$ cat config.mk
export PLATFORM = sky130hd
export DESIGN_NAME = pipe_stage_chain
export DESIGN_NICKNAME = d
export VERILOG_FILES = /design/src/rtl/pipe_stage_chain.sv
export SDC_FILE = /design/constraint.sdc
export NUM_CORES = 1
export LEC_CHECK = 0
export ABC_AREA = 1
export CAP_MARGIN = 15
export CORE_ASPECT_RATIO = 1.4
export CORE_UTILIZATION = 35
export CTS_CLUSTER_SIZE = 40
export DETAILED_ROUTE_END_ITERATION = 8
export PLACE_DENSITY = 0.68
export SKIP_CTS_REPAIR_TIMING = 1
export SYNTH_ARGS = -nofsm -noshare
export SYNTH_HDL_FRONTEND = slang
export SYNTH_SLANG_ARGS = --single-unit
export TNS_END_PERCENT = 1
$ cat constraint.sdc
create_clock -name clk -period 1.25 [get_ports clk]
set_input_delay 0.25 -clock clk [delete_from_list [all_inputs] [get_ports clk]]
set_output_delay 0.25 -clock clk [all_outputs]
set_load 0.02 [all_outputs]
$ cat src/rtl/pipe_stage_chain.sv
`default_nettype none
// +--------------------------------------------------------------------------+
// | Module      : pipe_stage_chain                                           |
// | Description : Configurable chain of DEPTH pipeline registers carrying an |
// |               opaque payload plus the hazard fields (valid, GRF write    |
// |               enable, write address, Tnew). Tnew saturating-decrements   |
// |               on every advance. Supports global hold, bubble injection   |
// |               into stage 0, and full flush.                              |
// | Ports       : clk, reset (sync, active-low)                              |
// |               hold / bubble / flush        - chain control               |
// |               in_valid/we/wa/tnew/data      - record entering stage 0    |
// |               out_*                         - record in stage DEPTH-1    |
// |               tap_valid/we/wa/tnew          - every stage, packed by k   |
// | Option      : define PIPE_STAGE_ZERO_SUPPRESS_EN to clear the captured   |
// |               write enable when in_wa == 0 or in_valid == 0.             |
// | Revision    : 1.0 - initial release                                      |
// +--------------------------------------------------------------------------+
module pipe_stage_chain #(
  parameter int DATA_W = 96,
  parameter int DEPTH  = 2,
  parameter int TNEW_W = 2
) (
  input  logic                     clk,
  input  logic                     reset,
  input  logic                     hold,
  input  logic                     bubble,
  input  logic                     flush,
  input  logic                     in_valid,
  input  logic                     in_we,
  input  logic [4:0]               in_wa,
  input  logic [TNEW_W-1:0]        in_tnew,
  input  logic [DATA_W-1:0]        in_data,
  output logic                     out_valid,
  output logic                     out_we,
  output logic [4:0]               out_wa,
  output logic [TNEW_W-1:0]        out_tnew,
  output logic [DATA_W-1:0]        out_data,
  output logic [DEPTH-1:0]         tap_valid,
  output logic [DEPTH-1:0]         tap_we,
  output logic [5*DEPTH-1:0]       tap_wa,
  output logic [TNEW_W*DEPTH-1:0]  tap_tnew
);

  // Saturating decrement: Tnew never wraps below zero.
  function automatic logic [TNEW_W-1:0] dec(input logic [TNEW_W-1:0] x);
    return (x == '0) ? '0 : x - TNEW_W'(1);
  endfunction

  logic [DEPTH-1:0]  valid_q, valid_d;
  logic [DEPTH-1:0]  we_q,    we_d;
  logic [4:0]        wa_q    [DEPTH];
  logic [4:0]        wa_d    [DEPTH];
  logic [TNEW_W-1:0] tnew_q  [DEPTH];
  logic [TNEW_W-1:0] tnew_d  [DEPTH];
  logic [DATA_W-1:0] data_q  [DEPTH];
  logic [DATA_W-1:0] data_d  [DEPTH];

  logic in_we_eff;

`ifdef PIPE_STAGE_ZERO_SUPPRESS_EN
  // Writes to $0 and writes from invalid slots are dropped at the entry.
  assign in_we_eff = in_we & in_valid & (in_wa != 5'd0);
`else
  assign in_we_eff = in_we;
`endif

  // Next-state: flush > hold > bubble > normal advance (reset handled in the flop).
  always_comb begin
    valid_d = valid_q;
    we_d    = we_q;
    wa_d    = wa_q;
    tnew_d  = tnew_q;
    data_d  = data_q;
    if (flush) begin
      valid_d = '0;
      we_d    = '0;
      for (int k = 0; k < DEPTH; k++) begin
        wa_d[k]   = '0;
        tnew_d[k] = '0;
        data_d[k] = '0;
      end
    end else if (!hold) begin
      if (bubble) begin
        valid_d[0] = 1'b0;
        we_d[0]    = 1'b0;
        wa_d[0]    = '0;
        tnew_d[0]  = '0;
        data_d[0]  = '0;
      end else begin
        valid_d[0] = in_valid;
        we_d[0]    = in_we_eff;
        wa_d[0]    = in_wa;
        tnew_d[0]  = dec(in_tnew);
        data_d[0]  = in_data;
      end
      for (int k = 1; k < DEPTH; k++) begin
        valid_d[k] = valid_q[k-1];
        we_d[k]    = we_q[k-1];
        wa_d[k]    = wa_q[k-1];
        tnew_d[k]  = dec(tnew_q[k-1]);
        data_d[k]  = data_q[k-1];
      end
    end
  end

  always_ff @(posedge clk) begin
    if (!reset) begin
      valid_q <= '0;
      we_q    <= '0;
      for (int k = 0; k < DEPTH; k++) begin
        wa_q[k]   <= '0;
        tnew_q[k] <= '0;
        data_q[k] <= '0;
      end
    end else begin
      valid_q <= valid_d;
      we_q    <= we_d;
      wa_q    <= wa_d;
      tnew_q  <= tnew_d;
      data_q  <= data_d;
    end
  end

  assign out_valid = valid_q[DEPTH-1];
  assign out_we    = we_q[DEPTH-1];
  assign out_wa    = wa_q[DEPTH-1];
  assign out_tnew  = tnew_q[DEPTH-1];
  assign out_data  = data_q[DEPTH-1];

  assign tap_valid = valid_q;
  assign tap_we    = we_q;

  generate
    for (genvar g = 0; g < DEPTH; g++) begin : g_tap
      assign tap_wa[5*g +: 5]            = wa_q[g];
      assign tap_tnew[TNEW_W*g +: TNEW_W] = tnew_q[g];
    end
  endgenerate

endmodule
`default_nettype wire

# Word level (Yosys, flattened, before mapping)
# Cells that the tools add are included.
[word_totals] memories=0 reg_bits=210 out_inout_bits=123 romBits=0 ram_bits=0 latch_bits=0
[classes] n_reduce_logical=3 mul=0 div_mod_pow=0 magnitude_cmp=0 n_mux=7 n_eq_ne=0 add_sub_neg=2 bitwise=1 n_shift=0
[ops] operator="96-bit two-way mux" count=1
[ops] operator="2-bit two-way mux" count=3
[ops] operator="5-bit two-way mux" count=1
[ops] operator="2-bit logical NOT" count=2
[ops] operator="2-bit by 1-bit subtractor with 2-bit output (second input constant)" count=2
[ops] operator="1-bit two-way mux" count=2
[ops] operator="2-bit OR reduction" count=1
[ops] operator="1-bit NOT" count=1

# Depth between registers and ports, before layout
# Gate-level depths: netlist (run 1).
[logic_depth] depth_word=3 depth_mapped=6 ltp_nobuf=4

# Worst setup path after synthesis (run 1)
# OpenSTA, ideal clock, no wires.
[synth_timing] kind="input-to-reg" start="input hold" end="register data_q[128] in the netlist's numbering" setup_time_ns=0.070 path_slack_ns=0.261 t_arrival_ns=0.918 path_stages=6 required_time_ns=1.180 n_path_buf=3 cell_sequence="buf_4 nor2_8 buf_6 buf_6 nand2_1 a21oi_1"
[synth_lines] item="from (decl)" line="25" source="input logic hold,"
[synth_lines] item="to (signal assigned)" line="120" source="data_q <= data_d;"
[synth_lines] item="to (decl)" line="55" source="logic [DATA_W-1:0] data_q [DEPTH];"

# Final worst setup path (run 1)
[layout_timing] start="register data_q, in the netlist out_data[43]" end="output out_data[43]"
[layout_lines] item="to (decl)" line="37" source="output logic [DATA_W-1:0] out_data,"
# No word-level cell between the ends.

==> results of run 1 <==
[kinds of logic after synthesis]
logic type / share of synthesized area, %
AOI/OAI and AO/OA: 13.06
buffers and inverters: 14.65
DFF: 52.25
and+or+nand+nor: 20.04
[layer usage]
layer	vias to the layer above	share of wire, %
met5	-	0
met4	0	1.9
met3	25	6.8
met2	172	50
met1	2945	41
li1	3355	-
[Yosys cell counts]
library cell,count,area share [%]
dfxtp_1,210,52
inv_2,1,0.047
nor2_1,1,0.047
buf_4,114,11
buf_2,30,1.9
buf_6,6,0.84
nand3_1,1,0.062
buf_1,6,0.28
inv_1,3,0.14
clkbuf_1,18,0.84
nor2_8,1,0.25
nand3b_1,1,0.093
a21oi_1,210,13
nand2_1,420,20
[layout make-up]
cell class	instances	share of cell area, %
clock buffers	31	5.622
well taps	301	3.511
multi-input cells	634	24.90
clock inverters	5	1.166
repair buffers	264	24.48
flip-flops and latches	210	40.16
inverters	4	0.1516
[sequential cells by signal (all words and copies together) (netlist names)]
| name | cells |
|---|---|
| data_q | 96 |
| out_data | 96 |
| out_wa | 5 |
| tap_wa | 5 |
| out_tnew | 2 |
| tap_tnew | 2 |
| tap_valid | 2 |
| tap_we | 2 |
[worst reg2reg max path, cell delays in order (launching register included)]
cell and delay [ps]:
dfxtp_1 320, buf_4 130, nand3b_1 140, a21oi_1 130
[power groups by stage]
stage | sequential (mW) | combinational (mW) | clock (mW)
final | 6.82 | 1.04 | 6.66
after global routing | 6.82 | 1.14 | 7.17
after CTS | 6.81 | 1.06 | 6.87
after detailed placement | 6.96 | 1.05 | 0
after global placement | 6.96 | 1.05 | 0
after floorplan | 6.96 | 0.485 | 0
[worst max-delay path by stage]
stage            startpoint           end  slack, ps  depth (start not counted)
4_1_cts           out_wa[3]     out_wa[3]       -550                          1
2_1_floorplan          hold   data_q[128]        260                          6
3_5_place_dp         bubble  tap_valid[0]       -220                          5
6_report       out_data[43]  out_data[43]         -4                          1
5_1_grt           out_wa[1]     out_wa[1]        -50                          1
3_3_place_gp         bubble     tap_wa[3]       -190                          5
[metrics by stage]
step | instance area (sq um) | TNS [ps] | std cells
3_3_place_gp | 9995 | -29860 | 1413
2_1_floorplan | 8046 | 0 | 1022
4_1_cts | 10720 | -57420 | 1449
3_5_place_dp | 9995 | -32890 | 1413
5_1_grt | 10730 | -524.4 | 1449
6_report | 10730 | -10.16 | 1449
==> impl_metrics.tcl, run 1 <==
set metrics [dict create \
    outcome "complete, but fails checks" \
    violations "negative setup slack" \
    min_period_ps 1254 \
    drt_first_pass_iters 4 \
    routed_wirelength_mm 19.25 \
    htreeDepth 1 \
    reg2regPathDepth 3 \
    use_met3_pct 3.830 \
    die_h_um 181.4 \
    path_delay_family "flip-flops" \
    clock_sinks 210 \
    clk_pin_slew_ps 60 \
    p_seq_share_pct 47.0 \
    viasPerCell 4.484 \
    crit_required_ps 1000 \
    switchingPower_mw 3.063 \
    area_growth_pct 33.31 \
    place_ws_ps -218.3 \
    syn_avg_cell_area_sq_um 7.873 \
    grt-busiest-layer "met2" \
    die_w_um 130.1 \
    internal_power_mw 11.45 \
    rrSetupSlack_ps 460 \
    nets 1245 \
    critPathKind "flip-flop to output port" \
    grtUsageTotal_pct 15.73 \
    n_fill_cell 2227 \
    fmax_mhz 797.4 \
    path_cells "clkbuf_2" \
    rsz0062_at_grt "true" \
    reg2reg_from "tap_tnew[0]" \
    final_cell_mix "nand2_1 (419), a21oi_1 (210), dfxtp_1 (129)" \
    dpl.hpwl_mm 12.62 \
    maxCapViolations 0 \
    hold_slack_ps 199.6 \
    max_stage_delay_ps 350 \
    critPathBufInv 1 \
    antenna_found_initial 0 \
    multiInputGateArea_sq_um 2671 \
    grtUsageMet2_pct 27.64 \
    drive_above_1_share_pct 23.52 \
    p_per_area_nw_per_um2 1353 \
    critPathMaxFanout 2 \
    hold_start "hold" \
    slowest_stage "dfxtp_1" \
    vias 6497 \
    end_kind "output port" \
    max-vdd-ir-drop_mv 1.009 \
    final_common_cell "nand2_1" \
    grt_pass1_vias 5951 \
    slew_headroom_pct 81.27 \
    final.period_utilization_pct 100.3 \
    cts_buffers 21 \
    ant_nets 0 \
    utilization_pct 47.61 \
    grt_pass1_wl_mm 30.14 \
    place.gp.congestion 0.7749 \
    tightest_slew_ps 280.9 \
    finalHoldViolations 0 \
    layout_setup_ws_ps -4.039 \
    syn_nets 1132 \
    io_buffer_count 232 \
    fin_worst_skew_ps 14.96 \
    grt-ovfl-total 0 \
    met1_usage_pct 18.61 \
    start_util_pct 35.72 \
    ys_ff_latch 210 \
    hold_class "primary input to flip-flop" \
    remaining_drc_errors 0 \
    yosysSeqAreaShare_pct 52.25 \
    p_leak_nw 3.896 \
    regArea_sq_um 4308 \
    ys_types 14 \
    setup_viol_count_final 3 \
    clockPowerShare_pct 45.9 \
    synth_warnings 0 \
    drt-initial-drc-count 325 \
    swShare_pct 21.10 \
    row_count 65 \
    r2r-end "out_tnew[0]" \
    ctsLongestPathBuffers 3 \
    synthCells 1022 \
    wl_per_cell_um 13.28 \
    synth_area_sq_um 8046 \
    slew_violations 0 \
    grt_max_degree 61 \
    core_sq_um 22530 \
    setup.worst_path.start_class "flip-flop" \
    comb_power_share_pct 7.2 \
    whs_path_depth 4 \
    whs_endpoint "out_data[44]" \
    clk_latency_ps 490 \
    cts_tree "built" \
    finalPower_mw 14.52 \
    diodes 0 \
    crit_arrival_ps 1000 \
    cts-root-buf "clkbuf_16" \
    num_io_pins 233 \
    dieArea_sq_um 23610 \
]
Power figures use the tool's default switching activity.
==> inputs of run 2 (changes only) <==
--- a/config.mk
+++ b/config.mk
@@ -9,6 +9,7 @@
 export CAP_MARGIN = 15
 export CORE_ASPECT_RATIO = 1.4
 export CORE_UTILIZATION = 35
+export CTS_BUF_LIST = sky130_fd_sc_hd__clkbuf_16
 export CTS_CLUSTER_SIZE = 40
 export DETAILED_ROUTE_END_ITERATION = 8
 export PLACE_DENSITY = 0.68
==> run 2 against run 1 <==
  * The run still ends with negative setup slack left
  * Cell count unchanged
  * Maximum frequency fell by 0.37%
  * Power decreased by 2.0%
  * Worst setup slack lost 4.7 ps
  * Critical path depth did not move
  * Core utilization down 0.18 points
  * Count of clock-buffer cells in the layout decreased by 10
  * Die area unchanged
  * Sequential share of layout area rose by 0.18 points
  * Global-route usage about the same
  * Clock power shrank 4.5%
  * Worst hold slack improved by 1.1 ps
  * Critical path type unchanged
  * Largest power group unchanged
  * Highest routed layer unchanged
==> impl_metrics.tcl, run 2 (same netlist as run 1, synthesis figures left out) <==
set metrics [dict create \
    cts_tree "built" \
    multiInputGateArea_sq_um 2671 \
    final.period_utilization_pct 100.7 \
    row_count 65 \
    drt-initial-drc-count 326 \
    place.gp.congestion 0.7749 \
    crit_cells 1 \
    cts_buffers 21 \
    hold_class "primary input to flip-flop" \
    dpl.hpwl_mm 12.62 \
    htreeDepth 1 \
    dieArea_sq_um 23610 \
    wl_per_cell_um 13.27 \
    p_leak_nw 3.898 \
    layout_setup_ws_ps -8.733 \
    clk_latency_ps 490 \
    end_kind "output port" \
    die_h_um 181.4 \
    clock_sinks 210 \
    rsz0062_at_grt "true" \
    ctsLongestPathBuffers 3 \
    regArea_sq_um 4310 \
    die_w_um 130.1 \
    clk_pin_slew_ps 60 \
    grt_max_degree 61 \
    slew_headroom_pct 81.45 \
    remaining_drc_errors 0 \
    critPathMaxFanout 2 \
    min_period_ps 1259 \
    io_buffer_count 232 \
    utilization_pct 47.43 \
    vias 6501 \
    grt-ovfl-total 0 \
    crit_required_ps 1000 \
    finalHoldViolations 0 \
    reg2regPathDepth 3 \
    slew_violations 0 \
    grt_pass1_vias 5964 \
    tightest_slew_ps 278.2 \
    reg2reg_from "tap_tnew[0]" \
    hold_slack_ps 200.7 \
    drive_above_1_share_pct 23.34 \
    fmax_mhz 794.4 \
    antenna_found_initial 0 \
    outcome "complete, but fails checks" \
    place_ws_ps -218.3 \
    n_fill_cell 2236 \
    setup.worst_path.start_class "flip-flop" \
    critPathKind "flip-flop to output port" \
    diodes 0 \
    max_stage_delay_ps 350 \
    viasPerCell 4.487 \
    hold_start "hold" \
    whs_path_depth 4 \
    p_per_area_nw_per_um2 1331 \
    cts-root-buf "clkbuf_16" \
    grt_pass1_wl_mm 30.17 \
    violations "negative setup slack" \
    ant_nets 0 \
    path_delay_family "flip-flops" \
    path_cells "clkbuf_2" \
    start_util_pct 35.72 \
    maxCapViolations 0 \
    routed_wirelength_mm 19.23 \
    critPathBufInv 1 \
    final_cell_mix "nand2_1 (419), a21oi_1 (210), dfxtp_1 (127)" \
    setup_viol_count_final 3 \
    core_sq_um 22530 \
    crit_arrival_ps 1010 \
    startpoint "out_data[43]" \
    max-vdd-ir-drop_mv 1.008 \
    slowest_stage "dfxtp_1" \
    final_common_cell "nand2_1" \
    nets 1245 \
    finalPower_mw 14.22 \
    num_io_pins 233 \
    fin_worst_skew_ps 15.67 \
    area_growth_pct 32.79 \
    grtUsageTotal_pct 15.75 \
    drt_first_pass_iters 4 \
]
run 2: final cells by class:
type	instances	share of cell area (%)
repair buffers	264	24.54
multi-input cells	634	25.00
well taps	301	3.525
clock buffers	21	4.918
inverters	4	0.1522
clock inverters	15	1.522
flip-flops and latches	210	40.34
run 2: layer usage:
metal	routed length (um)	track usage, %	vias to the layer above
li1	-	-	3357
met1	7837	18.62	2955
met2	9749	27.68	164
met3	1273	3.830	25
met4	367	4.651	0
met5	0	0	-
run 2: through the flow:
| stage | instances | TNS [ps] | area, sq um |
|---|---|---|---|
| 3_3_place_gp | 1413 | -29860 | 9995 |
| 4_1_cts | 1449 | -57430 | 10680 |
| 2_1_floorplan | 1022 | 0 | 8046 |
| 6_report | 1449 | -14.92 | 10690 |
| 5_1_grt | 1449 | -521.0 | 10690 |
| 3_5_place_dp | 1413 | -32890 | 9995 |
run 2: worst paths after layout:
| check | to | slack, ps |
|---|---|---|
| worst min register to register | out_data[84] | 450 |
| worst max-delay path | out_data[43] | -9 |
| worst max register to register | out_tnew[0] | 450 |
| worst min-delay path | out_data[44] | 200 |
run 2: power by group:
part	internal, mW	leakage, nW	switching [mW]
sequential	6.77	1.74	0.0431
clock	3.86	0.357	2.51
combinational	0.529	1.80	0.513
total	11.2	3.90	3.06
run 2: worst register-to-register path, delay by kind of cell, from the launching register on:
kind | cells | cell delay (ps)
AOI/OAI and AO/OA | 1 | 130
buffers and inverters | 1 | 130
DFF | 1 | 320
and+or+nand+nor | 1 | 140
